==> src/rtl/ws_pixel_feeder_pkg.sv <==
// Shared types and PIO action codes for the WS2812 pixel feeder.
package ws_pkg;

   localparam logic [5:0] ACT_NOP   = 6'd0;
   localparam logic [5:0] ACT_INSTR = 6'd1;
   localparam logic [5:0] ACT_PUSH  = 6'd4;

   typedef logic [23:0] pixel_t;  // {G,R,B}

   typedef enum logic [2:0] {
      S_IDLE,
      S_READ,
      S_PUSH,
      S_GAP,
      S_LATCH,
      S_DONE
   } state_t;

endpackage

==> src/rtl/ws_pixel_feeder_if.sv <==
// PIO push bus: the feeder drives action/din/mindex, the PIO returns TX-full.
interface ws_pixel_feeder_if;
   logic [5:0]  action;
   logic [31:0] din;
   logic [1:0]  mindex;
   logic        tx_full;

   modport master (output action, output din, output mindex, input tx_full);
   modport slave  (input action, input din, input mindex, output tx_full);
endinterface

==> src/rtl/ws_pixel_feeder_ram.sv <==
// Frame buffer: one write port, one synchronous read-first read port.
module ws_pixel_ram
   import ws_pkg::*;
#(
   parameter int NPIX = 16,
   parameter int AW   = $clog2(NPIX)
) (
   input  logic          clk,
   input  logic          wr_en,
   input  logic [AW-1:0] wr_addr,
   input  pixel_t        wr_data,
   input  logic          rd_en,
   input  logic [AW-1:0] rd_addr,
   output pixel_t        rd_data
);

   pixel_t mem [NPIX];

   // Same-address write and read in one cycle returns the old word.
   always_ff @(posedge clk) begin
      if (wr_en) mem[wr_addr] <= wr_data;
      if (rd_en) rd_data <= mem[rd_addr];
   end

endmodule

==> src/rtl/ws_pixel_feeder.sv <==
// Streams a frame of GRB pixels into a PIO TX FIFO, then idles out the
// WS2812 latch gap and pulses frame_done.
module ws_pixel_feeder
   import ws_pkg::*;
#(
   parameter int NPIX         = 16,
   parameter int LATCH_CYCLES = 5000,
   parameter int SM_INDEX     = 0
) (
   input  logic                    clk,
   input  logic                    reset,
   input  logic                    wr_en,
   input  logic [$clog2(NPIX)-1:0] wr_addr,
   input  pixel_t                  wr_data,
   input  logic                    start,
   ws_pixel_feeder_if.master       pio,
   output logic                    busy,
   output logic                    frame_done,
   output logic [7:0]              stall_cnt
);

   localparam int AW = $clog2(NPIX);
   localparam int IW = AW + 1;
   localparam int CW = $clog2(LATCH_CYCLES + 1);

   state_t        state;
   logic [IW-1:0] idx;
   logic [CW-1:0] lcnt;
   logic [5:0]    action_q;
   logic [31:0]   din_q;
   pixel_t        rd_data;

   ws_pixel_ram #(.NPIX(NPIX), .AW(AW)) u_ram (
      .clk     (clk),
      .wr_en   (wr_en),
      .wr_addr (wr_addr),
      .wr_data (wr_data),
      .rd_en   (state == S_READ),
      .rd_addr (idx[AW-1:0]),
      .rd_data (rd_data)
   );

   assign pio.action = action_q;
   assign pio.din    = din_q;
   assign pio.mindex = 2'(SM_INDEX);

   always_ff @(posedge clk) begin
      if (reset) begin
         state      <= S_IDLE;
         idx        <= '0;
         lcnt       <= '0;
         action_q   <= ACT_NOP;
         din_q      <= '0;
         busy       <= 1'b0;
         frame_done <= 1'b0;
         stall_cnt  <= '0;
      end else begin
         frame_done <= 1'b0;
         case (state)
            S_IDLE: if (start) begin
               stall_cnt <= '0;
               idx       <= '0;
               busy      <= 1'b1;
               state     <= S_READ;
            end
            S_READ: state <= S_PUSH;
            S_PUSH: begin
               if (!pio.tx_full) begin
                  action_q <= ACT_PUSH;
                  din_q    <= {rd_data, 8'h00};
                  idx      <= idx + IW'(1);
                  state    <= S_GAP;
               end else if (stall_cnt != 8'hFF) begin
                  stall_cnt <= stall_cnt + 8'd1;
               end
            end
            // One idle cycle lets tx_full catch up with the push just made.
            S_GAP: begin
               action_q <= ACT_NOP;
               if (idx == IW'(NPIX)) begin
                  lcnt  <= '0;
                  state <= S_LATCH;
               end else begin
                  state <= S_READ;
               end
            end
            S_LATCH: begin
               if (lcnt == CW'(LATCH_CYCLES - 1)) begin
                  frame_done <= 1'b1;
                  busy       <= 1'b0;
                  state      <= S_DONE;
               end else begin
                  lcnt <= lcnt + CW'(1);
               end
            end
            S_DONE:  state <= S_IDLE;
            default: state <= S_IDLE;
         endcase
      end
   end

endmodule

==> src/flat_wrapper.sv <==
// flat-port wrapper written by rule: the top's interface ports become plain ports
module ws_pixel_feeder_flat import ws_pkg::*;
#(
   parameter int NPIX         = 16,
   parameter int LATCH_CYCLES = 5000,
   parameter int SM_INDEX     = 0
)
  (clk, reset, wr_en, wr_addr, wr_data, start, busy, frame_done, stall_cnt, pio_action, pio_din, pio_mindex, pio_tx_full);
  ws_pixel_feeder_if pio_i ();
  input  logic clk;
  input  logic reset;
  input  logic wr_en;
  input  logic [$clog2(NPIX)-1:0] wr_addr;
  input  pixel_t wr_data;
  input  logic start;
  output logic busy;
  output logic frame_done;
  output logic [7:0] stall_cnt;
  output wire logic [$bits(pio_i.action)-1:0] pio_action;
  output wire logic [$bits(pio_i.din)-1:0] pio_din;
  output wire logic [$bits(pio_i.mindex)-1:0] pio_mindex;
  input wire logic [$bits(pio_i.tx_full)-1:0] pio_tx_full;
  assign pio_action = pio_i.action;
  assign pio_din = pio_i.din;
  assign pio_mindex = pio_i.mindex;
  assign pio_i.tx_full = pio_tx_full;
  ws_pixel_feeder #(.NPIX(NPIX), .LATCH_CYCLES(LATCH_CYCLES), .SM_INDEX(SM_INDEX)) u_core (.clk(clk), .reset(reset), .wr_en(wr_en), .wr_addr(wr_addr), .wr_data(wr_data), .start(start), .pio(pio_i), .busy(busy), .frame_done(frame_done), .stall_cnt(stall_cnt));
endmodule
==> config.mk <==
export PLATFORM = sky130hd
export DESIGN_NAME = ws_pixel_feeder_flat
export DESIGN_NICKNAME = d
export VERILOG_FILES = /design/src/rtl/ws_pixel_feeder_pkg.sv /design/src/rtl/ws_pixel_feeder_if.sv /design/src/rtl/ws_pixel_feeder_ram.sv /design/src/rtl/ws_pixel_feeder.sv /design/src/flat_wrapper.sv
export SDC_FILE = /design/constraint.sdc
export NUM_CORES = 1
export LEC_CHECK = 0
export CAP_MARGIN = 30
export CORE_UTILIZATION = 60
export CTS_CLUSTER_DIAMETER = 40
export DETAILED_ROUTE_END_ITERATION = 8
export PLACE_DENSITY = 0.87
export SLEW_MARGIN = 20
export SYNTH_ARGS = -nofsm -noshare
export SYNTH_HDL_FRONTEND = slang
export SYNTH_SLANG_ARGS = --single-unit
==> constraint.sdc <==
create_clock -name clk -period 10.44 [get_ports clk]
set_clock_uncertainty 0.05 [all_clocks]
set_input_delay 2.61 -clock clk [delete_from_list [all_inputs] [get_ports clk]]
set_output_delay 2.61 -clock clk [all_outputs]
set_load 0.05 [all_outputs]
---- Word level (Yosys, flattened, before mapping) ----
Memories as Yosys holds them, arrays and structs flattened. A register that Yosys moved wholly into a read port is not among the register bits.
Index checks and enable logic that the tools add are counted.
cells by class
  add/sub/neg operators ................... 3
  equal/unequal tests ..................... 14
  multiply operators ...................... 0
  mux-type cells .......................... 23
  bitwise gates (word level) .............. 2
  div/mod/pow operators ................... 0
  shift-type cells ........................ 0
  magnitude comparators ................... 0
  reductions and logical operators ........ 13
operator list
  cell                   number
  $mux 13                2
  $pmux 13 s2            1
  $mux 8                 3
  $pmux 8 s2             1
  $pmux 3 s5             1
  $add 13x1->13 const B  1
  $eq 13x13->1 const B   1
  $mux 3                 4
  $pmux 6 s2             1
  $reduce_and 3->1       4
  $mux 5                 2
  $pmux 5 s2             1
  $add 8x1->8 const B    1
  $ne 2x2->1 const B     4
  $ne 8x8->1 const B     1
  $reduce_bool 2->1      4
  $eq 3x2->1 const B     2
  $mux 6                 1
  $ne 2x1->1 const B     3
  $add 5x1->5 const B    1
  $eq 5x5->1 const B     1
  $mux 1                 5
  $reduce_and 2->1       2
  $reduce_and 4->1       1
  other kinds (6)        7
storage, ports and cells
  latch bits .............................. 0
  ROM bits ................................ 0
  output and inout port bits .............. 50
  register bits ........................... 61
  memories ................................ 1
  bits in writable memories ............... 384
memories
  name              words  width  read ports  clocked after memory_dff  write ports  line                       RTL
  u_core.u_ram.mem  16     24     1           1                         1            ws_pixel_feeder_ram.sv:17  pixel_t mem [NPIX];

---- Longest topological paths before layout ----
  depth in word-level cells ............... 4
  mapped depth ............................ 9
  depth with buffers taken out ............ 6

---- By module ----
From an unflattened synthesis, not the netlist that was laid out.
second synthesis, totals
  cell total of the unflattened synthesis .. 964
  area total of the unflattened synthesis .. 17902.2 um2
by module, submodules not included
  module           area each (um2)  times used  cells each
  ws_pixel_ram     15170.8          1           636
  ws_pixel_feeder  2731.4           1           328

---- Worst setup path before layout ----
OpenSTA, ideal clock, no wires.
  path kind ............................... input -> register
  start ................................... in wr_addr[2]
  end ..................................... mem u_core.u_ram.mem[0][0] (netlist bit), enable pin
  cell stages on the path ................. 2
  arrival time ............................ 4.792 ns
  slack ................................... 5.163 ns
  cells stage by stage .................... or3b_2 -> nor3_1
RTL lines
  element             line                       RTL
  start: declaration  flat_wrapper.sv:13         input logic [$clog2(NPIX)-1:0] wr_addr;
  end: declaration    ws_pixel_feeder_ram.sv:17
Straight into the memory's write port.

---- Worst setup path in the final report ----
  start ................................... reg u_core.din_q[16] (netlist: u_core.pio.din[16])
  end ..................................... out pio_din[16]
RTL lines
  element                   line                   RTL
  start: declaration        ws_pixel_feeder.sv:30  logic [31:0] din_q;
  start signal: assignment  ws_pixel_feeder.sv:70  din_q <= {rd_data, 8'h00};
  end: declaration          flat_wrapper.sv:20     output wire logic [$bits(pio_i.din)-1:0] pio_din;
No word-level cell between the ends.

==> impl_metrics.yaml <==
worst_setup_path:
  crit_path_end_kind: "primary output"
  worstSetupPathType: "register to primary output"
  critPathLaunchType: "register"
  critPathMaxFanout: 2
  worstPathRequired_ns: 7.78
  slowest_stage: "clkdlybuf4s50_1"
  cp.buffers_inverters: 1
  crit_family: "buffers and inverters"
  reg2reg_slack_ns: 7.49
  cp_cell_sequence: "clkdlybuf4s50_1"
  crit_path_max_incr_delay_ns: 0.84
  arrival_ns: 1.84
job:
  maxCapViolations: 0
clock_network:
  cts-htree-levels: 2
  cts_root_buf: "clkbuf_16"
  insertion_delay_ns: 0.59
  clkSinkCount: 464
  max-clock-path-buffers: 3
  cts_resized: 0
  clkTransAtPathRegs_ns: 0.06
  cts_tree: "built"
  hold_buffers: 0
  post_cts_buffers: 0
  numCtsBuffers: 50
routing:
  drc: 0
  postRouteAntennaNets: 0
  viasPerCell: 6.61
  drt-total-wl_mm: 40.6
  firstDrtPassIters: 7
  drt_iter0_drc: 1022
  wl_per_cell_um: 28.5
  vias: 9418
timing:
  setup_violations: 0
  fmax_mhz: 222
  rsz0062_at_grt: "false"
  tightest_slew_ns: 0.967
  finalCriticalPeriod_ns: 4.50
  hold_violations: 0
  hold_slack_ns: 0.407
  slew_headroom_pct: 35.2
  drv_slew: 0
  finalCritPeriodShare_pct: 43.1
  fin_setup_tns_ns: 0
synthesis:
  synthCells: 901
  synth_edf_count: 408
  synth_ff_type: "edfxtp_1"
  async_flop_share_pct: 0
  synth_area_mm2: 0.0179
  yosysWarnings: 0
  ys_ff_latch: 464
  ys_seq_area_share_pct: 74.5
  netlist-cell-type-count: 65
  avgSynthCellArea_um2: 19.9
finish:
  area_delta_synth_final_pct: 16.1
  final_common_cell: "edfxtp_1"
  layout.nets: 1037
  drive_gt1_share_pct: 26.7
  fillCellCount: 1666
  instances_no_fill: 1425
  n_antenna_cell: 0
  most-common-layout-cells: "edfxtp_1 (408), mux4_2 (120), nand2_1 (73)"
placed_design:
  gp_congestion: 0.836
  port_buffers: 67
  dp_hpwl_mm: 21.6
  dp_cells: 1332
power:
  power_density_mw_per_mm2: 203
  ir_worst_vdd_mv: 0.151
  leakagePower_nw: 6.42
die:
  dieArea_mm2: 0.0306
  rows: 62
  initial_core_util_pct: 61.7
  die-height_um: 175
  fp.coreArea_mm2: 0.0291
  pin_count: 83
  die_x_um: 175
global_route:
  grt-ovfl-total: 0
  grt_antenna_before_repair: 0
  grtUsageTotal_pct: 27.4
  grt_max_degree: 58
  grt_pass1_wl_mm: 60.4
  grt_pass1_vias: 9432
worst_hold_path:
  hp-class: "register to register"
status:
  outcome: "finished clean"
## power breakdown
group | total (W) | internal [W] | switching, W | leakage (nW)
logic | 0.000316 | 0.000135 | 0.000181 | 1.44
registers | 0.00211 | 0.00208 | 0.0000356 | 4.15
clock network | 0.00180 | 0.00106 | 0.000735 | 0.833
## final timing paths
| check | endpoint | start | cells after the start |
|---|---|---|---|
| max | pio_din[16] | u_core.pio.din[16] | 1 |
| min | u_core.pio.din[22] | u_core.pio.din[22] | 2 |
| max reg2reg | u_core.u_ram.rd_data[13] | u_core.idx[1] | 3 |
| min reg2reg | u_core.pio.din[22] | u_core.pio.din[22] | 2 |
## final cells by class
class	count	area, um2	area share (%)
clock buffers	73	1430	6.86
inverters	8	30.0	0.144
repair buffers	93	905	4.34
well taps	384	480	2.31
flip-flops and latches	464	13400	64.3
clock inverters	20	278	1.33
multi-input cells	383	4320	20.7
## flip-flops by register name, indices dropped and copies added, names as in the netlist
| signal | flops |
|---|---|
| u_core.pio.action | 1 |
| u_core.u_ram.rd_data | 24 |
| u_core.idx | 5 |
| u_core.lcnt | 13 |
| u_core.frame_done | 1 |
| u_core.u_ram.mem | 384 |
| u_core.busy | 1 |
| u_core.stall_cnt | 8 |
| u_core.pio.din | 24 |
| u_core.state | 3 |
## metal layers
metal	part of all wire [%]	global-route usage [%]	up-vias
li1	-	-	3863
met1	38	38.0	4877
met2	51	45.0	600
met3	8.8	4.81	78
met4	2.4	8.59	0
met5	0	0	-
## kinds of logic after synthesis
| group | count (synthesis) | share of synthesized area (%) |
|---|---|---|
| AO/OA/AOI/OAI | 76 | 2.98 |
| XOR/XNOR | 2 | 0.0977 |
| adder cells (fa/ha/maj) | 4 | 0.279 |
| buffers and inverters | 68 | 2.04 |
| flip-flops | 464 | 74.5 |
| multiplexers | 122 | 15.2 |
| other | 1 | 0.0209 |
| AND/OR/NAND/NOR | 164 | 4.87 |
## cells in the mapped netlist, types with 7 or more instances
cell type	n	share of area, %
clkbuf_1	25	0.52
nor2_1	17	0.36
mux4_2	120	15
nand2_1	73	1.5
buf_4	16	0.67
dfxtp_1	56	6.2
nor3_1	9	0.25
edfxtp_1	408	68
o31ai_1	7	0.29
nand4_1	9	0.31
inv_1	8	0.17
a21oi_1	41	1.1
nand3_1	11	0.31
buf_2	12	0.33
## metrics by stage
step                total power, W  area, um2  setup slack, ns  util [%]
global route               0.00434      20800             5.90      71.6
finish                     0.00423      20800             5.94      71.6
global placement           0.00244      19000             5.56      65.5
CTS                        0.00425      20800             5.93      71.6
detailed placement         0.00246      19100             5.46      65.7
floorplan                  0.00235      18000             5.16         -
## worst reg2reg max path, cell delays in order (launching register included)
cell and delay, ns:
dfxtp_4 0.77, buf_4 0.83, mux4_2 0.50, mux4_2 0.54
(Power assumes the default switching activity.)
